## config.mk

```make
export PLATFORM = sky130hd
export DESIGN_NAME = wb_rr_arbiter_wdt_flat
export DESIGN_NICKNAME = d
export VERILOG_FILES = /design/src/rtl/wb_rr_arbiter_wdt_if.sv /design/src/rtl/wb_rr_arbiter_wdt.sv /design/src/flat_wrapper.sv
export SDC_FILE = /design/constraint.sdc
export NUM_CORES = 1
export LEC_CHECK = 0
export ABC_AREA = 1
export CORE_AREA = 4 4 111 113
export CTS_CLUSTER_SIZE = 24
export DETAILED_ROUTE_END_ITERATION = 7
export DIE_AREA = 0 0 115 117
export PLACE_DENSITY_LB_ADDON = 0.15
export REMOVE_ABC_BUFFERS = 1
export SLEW_MARGIN = 20
export SYNTH_ARGS = -nofsm -noshare
export SYNTH_HDL_FRONTEND = slang
export SYNTH_SLANG_ARGS = --single-unit
```

## constraint.sdc

```tcl
create_clock -name i_clk -period 1.62 [get_ports i_clk]
set_input_delay 0.324 -clock i_clk [delete_from_list [all_inputs] [get_ports i_clk]]
set_output_delay 0.324 -clock i_clk [all_outputs]
set_load 0.005 [all_outputs]
```

## src/rtl/wb_rr_arbiter_wdt_if.sv

```systemverilog
// Bus bundle for the Wishbone round-robin arbiter: NM master ports on one side,
// a single slave-side port on the other, plus grant/watchdog status.
interface wb_rr_arbiter_wdt_if #(
  parameter int NM = 2,
  parameter int AW = 32,
  parameter int DW = 32
);
  logic [NM-1:0]        i_m_cyc;
  logic [NM-1:0]        i_m_stb;
  logic [NM-1:0]        i_m_we;
  logic [NM*AW-1:0]     i_m_adr;
  logic [NM*DW-1:0]     i_m_dat;
  logic [NM*DW/8-1:0]   i_m_sel;
  logic [NM-1:0]        o_m_ack;
  logic [NM-1:0]        o_m_err;
  logic [DW-1:0]        o_m_dat;

  logic                 o_s_cyc;
  logic                 o_s_stb;
  logic                 o_s_we;
  logic [AW-1:0]        o_s_adr;
  logic [DW-1:0]        o_s_dat;
  logic [DW/8-1:0]      o_s_sel;
  logic                 i_s_ack;
  logic                 i_s_err;
  logic [DW-1:0]        i_s_dat;

  logic [NM-1:0]        o_grant;
  logic                 o_timeout;

  // Arbiter side
  modport slave (
    input  i_m_cyc, i_m_stb, i_m_we, i_m_adr, i_m_dat, i_m_sel,
    output o_m_ack, o_m_err, o_m_dat,
    output o_s_cyc, o_s_stb, o_s_we, o_s_adr, o_s_dat, o_s_sel,
    input  i_s_ack, i_s_err, i_s_dat,
    output o_grant, o_timeout
  );

  // Environment side: masters and the downstream slave
  modport master (
    output i_m_cyc, i_m_stb, i_m_we, i_m_adr, i_m_dat, i_m_sel,
    input  o_m_ack, o_m_err, o_m_dat,
    input  o_s_cyc, o_s_stb, o_s_we, o_s_adr, o_s_dat, o_s_sel,
    output i_s_ack, i_s_err, i_s_dat,
    input  o_grant, o_timeout
  );
endinterface

```

## src/rtl/wb_rr_arbiter_wdt.sv

```systemverilog
// Wishbone classic round-robin arbiter sharing one slave port among NM masters,
// with a watchdog that terminates stalled strobes with err.
module wb_rr_arbiter_wdt #(
  parameter int NM      = 2,
  parameter int AW      = 32,
  parameter int DW      = 32,
  parameter int TIMEOUT = 255
) (
  input  logic                 i_clk,
  input  logic                 i_rst,
  wb_rr_arbiter_wdt_if.slave   bus
);
  localparam int  SW     = DW / 8;
  localparam int  IW     = (NM > 1) ? $clog2(NM) : 1;
  localparam int  WW     = (TIMEOUT > 0) ? $clog2(TIMEOUT + 1) : 1;
  localparam bit  WDT_ON = (TIMEOUT > 0);

  typedef enum logic [1:0] {IDLE = 2'd0, BUSY = 2'd1, ABORT = 2'd2} state_t;

  state_t          state, state_n;
  logic [NM-1:0]   grant, grant_n;
  logic [IW-1:0]   last, last_n;
  logic [IW-1:0]   gidx;
  logic [IW-1:0]   cand;
  logic            found;
  logic [WW-1:0]   wdt, wdt_n;
  logic            busy, cyc_g, stb_g, stall, fire;

  // Saturating watchdog step: clears whenever the stall condition is absent
  function automatic logic [WW-1:0] wdt_step(input logic [WW-1:0] cur, input logic run);
    if (!run)                 return '0;
    if (cur == WW'(TIMEOUT))  return cur;
    return cur + 1'b1;
  endfunction

  always_comb begin
    gidx = '0;
    for (int k = 0; k < NM; k++)
      if (grant[k]) gidx = IW'(k);
  end

  assign busy  = (state == BUSY);
  assign cyc_g = bus.i_m_cyc[gidx];
  assign stb_g = bus.i_m_stb[gidx];
  assign stall = busy && stb_g && !bus.i_s_ack && !bus.i_s_err;
  // A master dropping cyc is a release, never a timeout
  assign fire  = WDT_ON && busy && cyc_g && (wdt == WW'(TIMEOUT))
                 && !bus.i_s_ack && !bus.i_s_err;

  assign bus.o_s_cyc   = busy && cyc_g;
  assign bus.o_s_stb   = busy && stb_g;
  assign bus.o_s_we    = busy && bus.i_m_we[gidx];
  assign bus.o_s_adr   = busy ? bus.i_m_adr[int'(gidx)*AW +: AW] : '0;
  assign bus.o_s_dat   = busy ? bus.i_m_dat[int'(gidx)*DW +: DW] : '0;
  assign bus.o_s_sel   = busy ? bus.i_m_sel[int'(gidx)*SW +: SW] : '0;
  assign bus.o_m_ack   = {NM{busy && bus.i_s_ack}} & grant;
  assign bus.o_m_err   = {NM{(busy && bus.i_s_err) || fire}} & grant;
  assign bus.o_m_dat   = bus.i_s_dat;
  assign bus.o_grant   = grant;
  assign bus.o_timeout = fire;

  always_comb begin
    state_n = state;
    grant_n = grant;
    last_n  = last;
    cand    = '0;
    found   = 1'b0;
    case (state)
      IDLE: begin
        if (|bus.i_m_cyc) begin
          // Search starts just after the last owner so every requester gets a turn
          for (int k = 1; k <= NM; k++) begin
            cand = IW'((int'(last) + k) % NM);
            if (!found && bus.i_m_cyc[cand]) begin
              found   = 1'b1;
              grant_n = '0;
              grant_n[cand] = 1'b1;
            end
          end
          state_n = BUSY;
        end
      end
      BUSY: begin
        if (!cyc_g) begin
          grant_n = '0;
          last_n  = gidx;
          state_n = IDLE;
        end else if (fire) begin
          state_n = ABORT;
        end
      end
      ABORT: begin
        if (!cyc_g) begin
          grant_n = '0;
          last_n  = gidx;
          state_n = IDLE;
        end
      end
      default: begin
        grant_n = '0;
        state_n = IDLE;
      end
    endcase
    wdt_n = wdt_step(wdt, WDT_ON && stall);
    if (state_n != BUSY) wdt_n = '0;
  end

  always_ff @(posedge i_clk or posedge i_rst) begin
    if (i_rst) begin
      state <= IDLE;
      grant <= '0;
      last  <= IW'(NM - 1);
      wdt   <= '0;
    end else begin
      state <= state_n;
      grant <= grant_n;
      last  <= last_n;
      wdt   <= wdt_n;
    end
  end
endmodule

```

## src/flat_wrapper.sv

```systemverilog
// flat-port wrapper written by rule: the top's interface ports become plain ports
module wb_rr_arbiter_wdt_flat 
#(
  parameter int NM      = 2,
  parameter int AW      = 32,
  parameter int DW      = 32,
  parameter int TIMEOUT = 255
)
  (i_clk, i_rst, bus_i_m_cyc, bus_i_m_stb, bus_i_m_we, bus_i_m_adr, bus_i_m_dat, bus_i_m_sel, bus_o_m_ack, bus_o_m_err, bus_o_m_dat, bus_o_s_cyc, bus_o_s_stb, bus_o_s_we, bus_o_s_adr, bus_o_s_dat, bus_o_s_sel, bus_i_s_ack, bus_i_s_err, bus_i_s_dat, bus_o_grant, bus_o_timeout);
  wb_rr_arbiter_wdt_if #(.NM(NM), .AW(AW), .DW(DW)) bus_i ();
  input  logic i_clk;
  input  logic i_rst;
  input wire logic [$bits(bus_i.i_m_cyc)-1:0] bus_i_m_cyc;
  input wire logic [$bits(bus_i.i_m_stb)-1:0] bus_i_m_stb;
  input wire logic [$bits(bus_i.i_m_we)-1:0] bus_i_m_we;
  input wire logic [$bits(bus_i.i_m_adr)-1:0] bus_i_m_adr;
  input wire logic [$bits(bus_i.i_m_dat)-1:0] bus_i_m_dat;
  input wire logic [$bits(bus_i.i_m_sel)-1:0] bus_i_m_sel;
  output wire logic [$bits(bus_i.o_m_ack)-1:0] bus_o_m_ack;
  output wire logic [$bits(bus_i.o_m_err)-1:0] bus_o_m_err;
  output wire logic [$bits(bus_i.o_m_dat)-1:0] bus_o_m_dat;
  output wire logic [$bits(bus_i.o_s_cyc)-1:0] bus_o_s_cyc;
  output wire logic [$bits(bus_i.o_s_stb)-1:0] bus_o_s_stb;
  output wire logic [$bits(bus_i.o_s_we)-1:0] bus_o_s_we;
  output wire logic [$bits(bus_i.o_s_adr)-1:0] bus_o_s_adr;
  output wire logic [$bits(bus_i.o_s_dat)-1:0] bus_o_s_dat;
  output wire logic [$bits(bus_i.o_s_sel)-1:0] bus_o_s_sel;
  input wire logic [$bits(bus_i.i_s_ack)-1:0] bus_i_s_ack;
  input wire logic [$bits(bus_i.i_s_err)-1:0] bus_i_s_err;
  input wire logic [$bits(bus_i.i_s_dat)-1:0] bus_i_s_dat;
  output wire logic [$bits(bus_i.o_grant)-1:0] bus_o_grant;
  output wire logic [$bits(bus_i.o_timeout)-1:0] bus_o_timeout;
  assign bus_i.i_m_cyc = bus_i_m_cyc;
  assign bus_i.i_m_stb = bus_i_m_stb;
  assign bus_i.i_m_we = bus_i_m_we;
  assign bus_i.i_m_adr = bus_i_m_adr;
  assign bus_i.i_m_dat = bus_i_m_dat;
  assign bus_i.i_m_sel = bus_i_m_sel;
  assign bus_o_m_ack = bus_i.o_m_ack;
  assign bus_o_m_err = bus_i.o_m_err;
  assign bus_o_m_dat = bus_i.o_m_dat;
  assign bus_o_s_cyc = bus_i.o_s_cyc;
  assign bus_o_s_stb = bus_i.o_s_stb;
  assign bus_o_s_we = bus_i.o_s_we;
  assign bus_o_s_adr = bus_i.o_s_adr;
  assign bus_o_s_dat = bus_i.o_s_dat;
  assign bus_o_s_sel = bus_i.o_s_sel;
  assign bus_i.i_s_ack = bus_i_s_ack;
  assign bus_i.i_s_err = bus_i_s_err;
  assign bus_i.i_s_dat = bus_i_s_dat;
  assign bus_o_grant = bus_i.o_grant;
  assign bus_o_timeout = bus_i.o_timeout;
  wb_rr_arbiter_wdt #(.NM(NM), .AW(AW), .DW(DW), .TIMEOUT(TIMEOUT)) u_core (.i_clk(i_clk), .i_rst(i_rst), .bus(bus_i));
endmodule
```

Word-level counts from Yosys, hierarchy flattened
Cells that the tools add are included.
W data, S select, Z words.
{ "word_totals": {"out_inout_bits": 110, "rom_bits": 0, "latch_bits": 0, "mem_bits_rw": 0, "n_memories": 0, "elab_cells": 86, "reg_bits": 13, "inputBits": 178} }
{ "classes": {"n_reduce_logical": 22, "mul": 0, "eq_ne": 8, "order_cmp": 5, "div_mod_pow": 0, "n_addsub": 3, "muxes": 38, "n_shift": 3, "bitwise": 3} }
{ "op_table": {"columns": ["op", "n"], "rows": [
  ["$shiftx A64 B7 Y32", 2],
  ["$mux W32", 2],
  ["$mux W8", 5],
  ["$mux W1", 18],
  ["$mux W2", 8],
  ["$logic_and A1 B1 Y1", 13],
  ["$add A8 B1 Y8 const B", 1],
  ["$eq A8 B8 Y1 const B", 1],
  ["$shiftx A8 B4 Y4", 1],
  ["$lt A1 B2 Y1 const B", 3],
  ["$pmux W2 S3", 1],
  ["$and A2 B2 Y2", 2],
  ["$mux W4", 1],
  ["$ne A2 B1 Y1 const B", 2],
  ["$ne A4 B4 Y1 const B", 1],
  ["$pmux W2 S2", 1],
  ["$reduce_or A2 Y1", 2],
  ["$logic_not A1 Y1", 3],
  ["$ne A3 B1 Y1 const B", 1],
  ["$reduce_and A3 Y1", 1],
  ["$add A1 B1 Y1 const B", 2],
  ["$demux W1 S1", 2],
  ["$eq A2 B1 Y1 const B", 1],
  ["$eq A2 B2 Y1 const B", 1],
  ["6 further kinds", 7]
]} }

Logic depth before layout (Yosys ltp)
Gate-level depths: netlist of run 1.
{ "logic_depth": {"depth_word": 12, "mapped_depth": 10, "depth_no_buf": 10} }

Worst setup path before layout of run 1
No wires, ideal clock.
{ "synth_path": {"path_type": "reg2reg", "startpoint": "register u_core.wdt[0]", "endpoint": "register u_core.wdt[7]", "setup_slack_ps": 69, "t_required_ps": 1544, "stages_incl_launch_ff": 11, "setup_ps": 76, "n_path_buf": 0, "arrival_ps": 1475, "synth_period_minus_slack_ps": 1551, "path_cell_list": "dfrtp_1 ha_1 nand3_1 inv_1 nand2_2 inv_2 nand3_1 nand2_1 nand2_1 nand3_2 o21ai_1"} }
{ "synth_between": {"elab_chain_cells": 9, "word_cells_on_any_way": 15, "classes_between": "1 x add/sub; 3 x eq/ne; 8 x mux; 3 x reduce/logical"} }
{ "synth_rtl": {"columns": ["item", "line", "source"], "rows": [
  ["from (decl)", "wb_rr_arbiter_wdt.sv:26", "logic [WW-1:0] wdt, wdt_n;"],
  ["from (signal assigned)", "wb_rr_arbiter_wdt.sv:118", "wdt <= wdt_n;"],
  ["$eq A8 B8 Y1", "wb_rr_arbiter_wdt.sv:32, wb_rr_arbiter_wdt.sv:47", null],
  ["$logic_and A1 B1 Y1", "wb_rr_arbiter_wdt.sv:47", "assign fire = WDT_ON && busy && cyc_g && (wdt == WW'(TIMEOUT))"],
  ["$logic_and A1 B1 Y1 (2 in a row)", "wb_rr_arbiter_wdt.sv:48", "&& !bus.i_s_ack && !bus.i_s_err;"],
  ["$mux W2", "wb_rr_arbiter_wdt.sv:88", "end else if (fire) begin"],
  ["$mux W2", "wb_rr_arbiter_wdt.sv:84", "if (!cyc_g) begin"],
  ["$pmux W2 S3", "wb_rr_arbiter_wdt.sv:68", "case (state)"],
  ["$ne A2 B1 Y1", "wb_rr_arbiter_wdt.sv:105", "if (state_n != BUSY) wdt_n = '0;"],
  ["$ne A4 B4 Y1 (no source line) or $mux W8 (tied branches)", null, null]
]} }
Several ways; a longest one is shown, not always the timed one. The select of a mux whose other input is x is not followed.
A chain may end at the register's enable or synchronous reset.

Final worst setup path of run 1
{ "layout_path": {"startpoint": "register u_core.state[1]", "endpoint": "output port bus_o_s_dat[16]"} }
{ "layout_between": {"elab_chain_cells": 2} }
{ "layout_rtl": {"columns": ["item", "line", "source"], "rows": [
  ["from (decl)", "wb_rr_arbiter_wdt.sv:20", "state_t state, state_n;"],
  ["from (signal assigned)", "wb_rr_arbiter_wdt.sv:115", "state <= state_n;"],
  ["$eq A2 B1 Y1", "wb_rr_arbiter_wdt.sv:42", "assign busy = (state == BUSY);"],
  ["$mux W32", "wb_rr_arbiter_wdt.sv:54", "assign bus.o_s_dat = busy ? bus.i_m_dat[int'(gidx)*DW +: DW] : '0;"],
  ["to (decl)", "flat_wrapper.sv:26", "output wire logic [$bits(bus_i.o_s_dat)-1:0] bus_o_s_dat;"]
]} }
Every way passes these cells.

==> impl_metrics.csv, run 1 <==
group,metric,value,unit
timing,timing.clock.skew,0.000665,ns
layout,finish.cell_count_without_fillers,769,
power,p_total,7.37,mW
synth,syn-mean-instance-area,5.56,um^2
worst_hold_path,kind_of_path_behind_the_tightest_hold_check,"primary input to asynchronous set/reset pin",
synth,synth_warn,0,
critical_path,critPathLaunchType,"flop",
detailed_routing,detail_route.drc_violations,0,
synth,synthDominantAreaCellType,"sky130_fd_sc_hd__nor2_1",
power,leakage,2.33,nW
detailed_routing,ant_nets,0,
clocking,htree_levels,1,
place,gp_routability_congestion,0.822,
place,hpwl,13000,um
layout,utilization_after_layout,0.450,
timing,setup_slack,-0.291,ns
power,power_switching_share,0.473,
status,failing_checks,"setup timing",
layout,flow.area_growth_from_synthesis,138,%
clocking,cts-root-to-sink-buffers,2,
floorplan,die_width,115,um
run,cap_viol_max_count,0,
critical_path,timing.critical_path.to_type,"output port",
global_route,grt_remaining_overflow,0,
power,power.clock.fraction,0.064,
synth,post_synth_num_cell_types,30,
timing,setup_tns,-16.12,ns
synth,sequential_fraction_of_the_synthesis_area,0.153,
layout,design.final.nets,810,
power,switchingPower,3.48,mW
clocking,clock_latency,0.24,ns
power,vdd_ir_drop_max,0.000586,V
power,internal-power,3.88,mW
synth,synthesis.instances,384,
layout,fillerInstances,1197,
global_route,first_global_vias,3371,
clocking,numCtsBuffers,3,
critical_path,critPathRequiredTime,1.30,ns
detailed_routing,wirelength,16100,um
detailed_routing,routed-via-count,3439,
synth,netlist_area,2140,um^2
floorplan,row_cnt,39,
timing,hold_violations,0,
timing,tightest_slew,0.273,ns
timing,layout_worst_path_cycle_share,1.18,
layout,insertedDiodeCount,0,
layout,final_layout_size_suffix_gt1_frac,0.372,
floorplan,floorplan.die.height,117,um
timing,fin_worst_hold_slack,0.316,ns
floorplan,ioPinCount,288,
global_route,maximum_number_of_pins_on_one_net_before_global_route_repair,26,
global_route,wire_length_of_the_first_global_routing_pass,22100,um
timing,max_clock_freq,0.523,GHz
detailed_routing,wl_per_cell,20.9,um
floorplan,die_area,13500,um^2
critical_path,critPathArrivalTime,1.59,ns
place,io_buffers,223,
timing,timing.final.setup_violations,84,
clocking,cts_tree,"yes",
detailed_routing,drt_first_pass_iters,4,
synth,synth.area.top_cells,"sky130_fd_sc_hd__nor2_1, sky130_fd_sc_hd__o21ai_0, sky130_fd_sc_hd__dfrtp_1, sky130_fd_sc_hd__buf_4, sky130_fd_sc_hd__nand2_1",
timing,timing.max_slew.rel_slack,0.818,
power,seq_power_share,0.060,
detailed_routing,routed_via_density,4.47,
timing,slew_viol_final,0,
synth,synthesized_flop_and_latch_total,13,
clocking,cts_clock_pin_slew_for_the_worst_setup_and_hold_paths,0.05,ns
power,pwr_density_cell,1450,nW/um^2
detailed_routing,dr.first_iter.drc_count,226,
global_route,groute.usage.overall,0.225,
synth,synth_top_area_share,0.267,
status,run_status,"finished, violations left",
power,power.combinational.fraction,0.876,
critical_path,criticalPathCategory,"flop to output port",
place,dp_cells,746,
critical_path,rr_worst_depth,11,
timing,grt_setup_unrepaired,"true",
clocking,cts.sink_count,13,
critical_path,path_max_fanout,11,
clocking,ctsRootBufferMaster,"sky130_fd_sc_hd__clkbuf_16",
global_route,antenna_found_initial,1,
timing,post-route-min-period,1.91,ns
floorplan,core-area,11300,um^2
floorplan,initial_core_util,0.189,
repair_timing:
action                                  CTS  global route
endpoints found under the setup margin   86            86
hold buffers                              0             0
pin swaps                                39            37
setup buffers                            17             5
resized for setup                       435            74
cloned                                    4             1
critical path, stage by stage, from the launching register on:
cell	delay (ns)
sky130_fd_sc_hd__dfrtp_1	0.39
sky130_fd_sc_hd__inv_2	0.08
sky130_fd_sc_hd__ha_4	0.20
sky130_fd_sc_hd__buf_12	0.15
sky130_fd_sc_hd__buf_16	0.12
sky130_fd_sc_hd__o21ai_1	0.06
sky130_fd_sc_hd__nor2_1	0.14
sky130_fd_sc_hd__buf_2	0.19
power groups by stage:
stage	Combinational, mW	Sequential [mW]	Clock (mW)
after floorplan	1.63	0.554	0
after global placement	5.65	0.439	0
after detailed placement	5.62	0.442	0
after CTS	6.22	0.446	0.477
after global routing	7.06	0.448	0.502
final	6.45	0.442	0.472
logic make-up (layout without fill, tap and decap cells):
| logic type | after synthesis | count (layout) | share of synthesized area |
|---|---|---|---|
| DFF | 13 | 13 | 0.153 |
| xor gates and xnor gates | 3 | 3 | 0.0123 |
| AOI/OAI and AO/OA | 89 | 89 | 0.214 |
| and+or+nand+nor | 196 | 196 | 0.384 |
| buffers and inverters | 78 | 320 | 0.208 |
| adders and majority gates | 5 | 5 | 0.0293 |
area by class of cell:
cell class / count / area [um^2] / share of cell area
sequential: 13 / 328 / 0.0644
timing repair buffer: 295 / 2740 / 0.539
clock buffer: 3 / 75.1 / 0.0147
multi-input combinational: 293 / 1670 / 0.328
tap: 143 / 179 / 0.0351
inverter: 21 / 88.8 / 0.0174
clock inverter: 1 / 5.00 / 0.000983
synthesized netlist by cell type:
cell	instances
sky130_fd_sc_hd__nor2_1	152
sky130_fd_sc_hd__nand3_2	2
sky130_fd_sc_hd__or2_2	1
sky130_fd_sc_hd__o2111ai_1	2
sky130_fd_sc_hd__dfrtp_1	12
sky130_fd_sc_hd__xor2_1	1
sky130_fd_sc_hd__nor3b_1	1
sky130_fd_sc_hd__inv_1	19
sky130_fd_sc_hd__nor3_4	1
sky130_fd_sc_hd__nand2_2	3
sky130_fd_sc_hd__clkbuf_1	19
sky130_fd_sc_hd__xnor2_1	2
sky130_fd_sc_hd__o21ai_0	73
sky130_fd_sc_hd__a21oi_1	5
sky130_fd_sc_hd__buf_1	1
sky130_fd_sc_hd__nor3_1	5
sky130_fd_sc_hd__o21ai_2	1
sky130_fd_sc_hd__buf_4	35
sky130_fd_sc_hd__o21ai_1	8
sky130_fd_sc_hd__buf_6	2
sky130_fd_sc_hd__nand2_1	20
sky130_fd_sc_hd__nor2_4	1
sky130_fd_sc_hd__inv_2	1
sky130_fd_sc_hd__ha_1	5
sky130_fd_sc_hd__inv_6	1
sky130_fd_sc_hd__nand4_1	1
sky130_fd_sc_hd__nand3_1	7
sky130_fd_sc_hd__dfstp_2	1
sky130_fd_sc_hd__and2_1	1
sky130_fd_sc_hd__nand4_4	1
worst paths after layout:
| path | start | to | slack (ns) |
|---|---|---|---|
| setup / recovery | u_core.state[1]$_DFF_PP0_ | bus_o_s_dat[16] | -0.29 |
| hold / removal | i_rst | u_core.bus.o_grant[0]$_DFFE_PP0P_ | 0.32 |
| setup reg to reg | u_core.state[1]$_DFF_PP0_ | u_core.wdt[1]$_DFFE_PP0P_ | -0.22 |
| hold reg to reg | u_core.last$_DFFE_PP1P_ | u_core.last$_DFFE_PP1P_ | 0.51 |
| max in group asynchronous | i_rst | u_core.wdt[7]$_DFFE_PP0P_ | 0.90 |
| min in group i_clk | u_core.last$_DFFE_PP1P_ | u_core.last$_DFFE_PP1P_ | 0.51 |
per-layer routing:
metal	track usage	wire [um]	vias up
li1	-	-	1691
met2	0.290	6010	213
met1	0.317	7050	1529
met5	0	13	-
met4	0.0156	36	2
met3	0.154	2950	4
sequential cells by signal, summed over array words and instances (netlist names):
signal	count
u_core.state	2
u_core.bus.o_grant	2
u_core.last	1
u_core.wdt	8
cell usage in the layout, fill, tap and decap left out, types with 3 or more instances in the layout:
cell type                           n
sky130_fd_sc_hd__clkbuf_16          4
sky130_fd_sc_hd__ha_1               3
sky130_fd_sc_hd__a21oi_1            3
sky130_fd_sc_hd__clkdlybuf4s50_1  146
sky130_fd_sc_hd__inv_1             15
sky130_fd_sc_hd__o21ai_0           12
sky130_fd_sc_hd__inv_2              3
sky130_fd_sc_hd__o21ai_4            3
sky130_fd_sc_hd__buf_8              3
sky130_fd_sc_hd__dfrtp_1           11
sky130_fd_sc_hd__nor2_1           123
sky130_fd_sc_hd__nor3_2             3
sky130_fd_sc_hd__buf_4             45
sky130_fd_sc_hd__nand3_4            3
sky130_fd_sc_hd__buf_2             59
sky130_fd_sc_hd__nor2_2            21
sky130_fd_sc_hd__buf_12            10
sky130_fd_sc_hd__o21ai_1           47
sky130_fd_sc_hd__nand2_1           16
sky130_fd_sc_hd__nor2_4             9
sky130_fd_sc_hd__nand2_2            6
sky130_fd_sc_hd__o21ai_2           20
sky130_fd_sc_hd__nand3_1            6
sky130_fd_sc_hd__buf_6             27
through the flow:
| stage | cell area [um^2] | setup slack [ns] |
|---|---|---|
| final | 5090 | -0.291 |
| after global routing | 5090 | -0.358 |
| after CTS | 4940 | -0.327 |
| after detailed placement | 4680 | -0.710 |
| after global placement | 4680 | -0.669 |
| after floorplan | 1780 | -0.907 |
Note: power is estimated with default switching activity, not from simulation.
==> run 2, diff against run 1 <==
Settings changed: CORE_AREA 4 4 111 113 to 4 4 110 112, DIE_AREA 0 0 115 117 to 0 0 114 116.
Clock period 1.62 ns to 2.1 ns, I/O delays scaled along.
==> run 2 against run 1 <==
The flow now finishes without violations. Sequential power fell by 23%. Final cell count fell by 2.1%. Critical path depth rose by 2. Die area fell by 1.7%.
==> impl_metrics.csv, run 2 (synthesis gave the netlist of run 1 again) <==
group,metric,value,unit
power,p_total,5.62,mW
global_route,antenna_found_initial,1,
critical_path,critPathRequiredTime,1.68,ns
floorplan,initial_core_util,0.190,
timing,max_clock_freq,0.481,GHz
power,power.combinational.fraction,0.875,
critical_path,critPathArrivalTime,1.66,ns
critical_path,timing.critical_path.to_type,"output port",
global_route,groute.usage.overall,0.229,
power,power.clock.fraction,0.064,
floorplan,row_cnt,39,
detailed_routing,detail_route.drc_violations,0,
worst_hold_path,kind_of_path_behind_the_tightest_hold_check,"primary input to asynchronous set/reset pin",
layout,registers.top_by_ff_count,"u_core.wdt",
floorplan,ioPinCount,288,
critical_path,endpoint,"bus_o_s_sel[1]",
layout,sequential_cell_area,328,um^2
run,cap_viol_max_count,0,
critical_path,rrSetupSlack,0.29,ns
detailed_routing,ant_nets,0,
global_route,wire_length_of_the_first_global_routing_pass,22100,um
status,run_status,"complete, no violations",
clocking,cts_tree,"yes",
power,internal-power,3.01,mW
timing,timing.clock.skew,0.00165,ns
critical_path,crit-reg2reg-launch,"u_core.state[1]$_DFF_PP0_",
layout,fillerInstances,1188,
timing,slew_viol_final,0,
layout,multi_input_area,1540,um^2
power,pwr_density_cell,1150,nW/um^2
floorplan,die_area,13200,um^2
timing,timing.max_slew.rel_slack,0.631,
detailed_routing,drt_first_pass_iters,4,
critical_path,critPathLaunchType,"flop",
place,hpwl,12800,um
clocking,cts_clock_pin_slew_for_the_worst_setup_and_hold_paths,0.05,ns
global_route,first_global_vias,3426,
layout,final_layout_size_suffix_gt1_frac,0.304,
layout,layout_common_cells,"sky130_fd_sc_hd__clkdlybuf4s50_1, sky130_fd_sc_hd__nor2_1, sky130_fd_sc_hd__o21ai_0, sky130_fd_sc_hd__buf_2, sky130_fd_sc_hd__buf_4",
timing,layout_worst_path_cycle_share,0.989,
detailed_routing,wirelength,16100,um
timing,hold_violations,0,
layout,layout_commonest_cell,"sky130_fd_sc_hd__clkdlybuf4s50_1",
global_route,maximum_number_of_pins_on_one_net_before_global_route_repair,54,
timing,timing.final.setup_violations,0,
clocking,cts-root-to-sink-buffers,2,
layout,flow.area_growth_from_synthesis,128,%
floorplan,die_width,114,um
timing,post-route-min-period,2.08,ns
timing,grt_setup_unrepaired,"true",
critical_path,reg2reg_to,"u_core.wdt[5]$_DFFE_PP0P_",
global_route,grt_remaining_overflow,0,
detailed_routing,routed-via-count,3378,
detailed_routing,wl_per_cell,21.4,um
clocking,postCtsHoldBufs,0,
floorplan,core-area,11200,um^2
layout,largest_register_ff_count,8,
critical_path,path_max_fanout,6,
power,vdd_ir_drop_max,0.000558,V
detailed_routing,routed_via_density,4.49,
critical_path,setup.worst_path.start,"u_core.state[1]$_DFF_PP0_",
clocking,clock_latency,0.24,ns
critical_path,criticalPathCategory,"flop to output port",
clocking,htree_levels,1,
place,gp_routability_congestion,0.850,
place,io_buffers,223,
power,seq_power_share,0.061,
clocking,ctsRootBufferMaster,"sky130_fd_sc_hd__clkbuf_16",
layout,design.final.nets,793,
timing,tightest_slew,0.553,ns
power,switchingPower,2.61,mW
detailed_routing,dr.first_iter.drc_count,294,
layout,utilization_after_layout,0.434,
clocking,numCtsBuffers,3,
clocking,cts.sink_count,13,
power,leakage,2.24,nW
critical_path,rr_worst_depth,10,
power,power_switching_share,0.464,
floorplan,floorplan.die.height,116,um
[run 2: how the worst min path moves through the flow]
stage / startpoint / to / slack, ns / cells past startpoint
2_1_floorplan: i_rst / u_core.bus.o_grant[0]$_DFFE_PP0P_ / 0.30 / 1
5_1_grt: u_core.last$_DFFE_PP1P_ / u_core.last$_DFFE_PP1P_ / 0.57 / 2
4_1_cts: i_rst / u_core.wdt[1]$_DFFE_PP0P_ / 0.54 / 2
3_5_place_dp: u_core.last$_DFFE_PP1P_ / u_core.last$_DFFE_PP1P_ / 0.54 / 2
3_3_place_gp: u_core.last$_DFFE_PP1P_ / u_core.last$_DFFE_PP1P_ / 0.52 / 2
6_report: i_rst / u_core.wdt[5]$_DFFE_PP0P_ / 0.53 / 2
[run 2: worst max-delay path: stages, from the launching register on]
cell	delay [ns]
sky130_fd_sc_hd__dfrtp_1	0.38
sky130_fd_sc_hd__inv_2	0.08
sky130_fd_sc_hd__ha_4	0.19
sky130_fd_sc_hd__buf_12	0.13
sky130_fd_sc_hd__buf_8	0.11
sky130_fd_sc_hd__buf_12	0.11
sky130_fd_sc_hd__buf_8	0.10
sky130_fd_sc_hd__o21ai_4	0.06
sky130_fd_sc_hd__nor2_4	0.14
sky130_fd_sc_hd__buf_6	0.12
[run 2: area by class of cell]
type / instances / area share
diodes: 1 / 0.000514
clock buffers: 4 / 0.0162
inverters: 21 / 0.0172
multi-input cells: 293 / 0.317
flip-flops and latches: 13 / 0.0673
well taps: 143 / 0.0367
repair buffers: 278 / 0.545
[run 2: routing by layer]
layer,track usage,wire (um),vias up
li1,-,-,1653
met1,0.322,7440,1504
met2,0.290,5770,211
met3,0.167,2820,6
met4,0.00475,27,4
met5,0.0407,84,-
[run 2: per-stage QoR]
stage / hold WS [ns] / setup slack (ns) / area (um^2) / instances / setup TNS [ns]
final: 0.529 / 0.0228 / 4870 / 753 / 0
after global routing: 0.568 / -0.0711 / 4870 / 752 / -1.01
after CTS: 0.542 / -0.194 / 4820 / 752 / -0.967
after detailed placement: 0.542 / -0.290 / 4550 / 731 / -2.44
after global placement: 0.516 / -0.205 / 4550 / 731 / -2.54
after floorplan: 0.296 / -0.485 / 1780 / 327 / -15.74
[run 2: timing repair]
action                     CTS  global route
pin swaps                   35            45
setup endpoints to repair   76            62
cloned                       7             1
resized for setup          226           142
buffers inserted            11             3
[run 2: power by group through the flow]
stage / logic [mW] / clock network (mW) / registers, mW
after floorplan: 1.26 / 0 / 0.427
after detailed placement: 4.30 / 0 / 0.352
after global placement: 4.33 / 0 / 0.352
after CTS: 4.73 / 0.370 / 0.339
final: 4.92 / 0.359 / 0.342
after global routing: 5.35 / 0.384 / 0.344
==> run 3, diff against run 2 <==
Settings changed: ABC_CLOCK_PERIOD_IN_PS set to 2100.
==> results of run 3 <==
No change in the layout: final DEF, timing and power equal those of run 2.
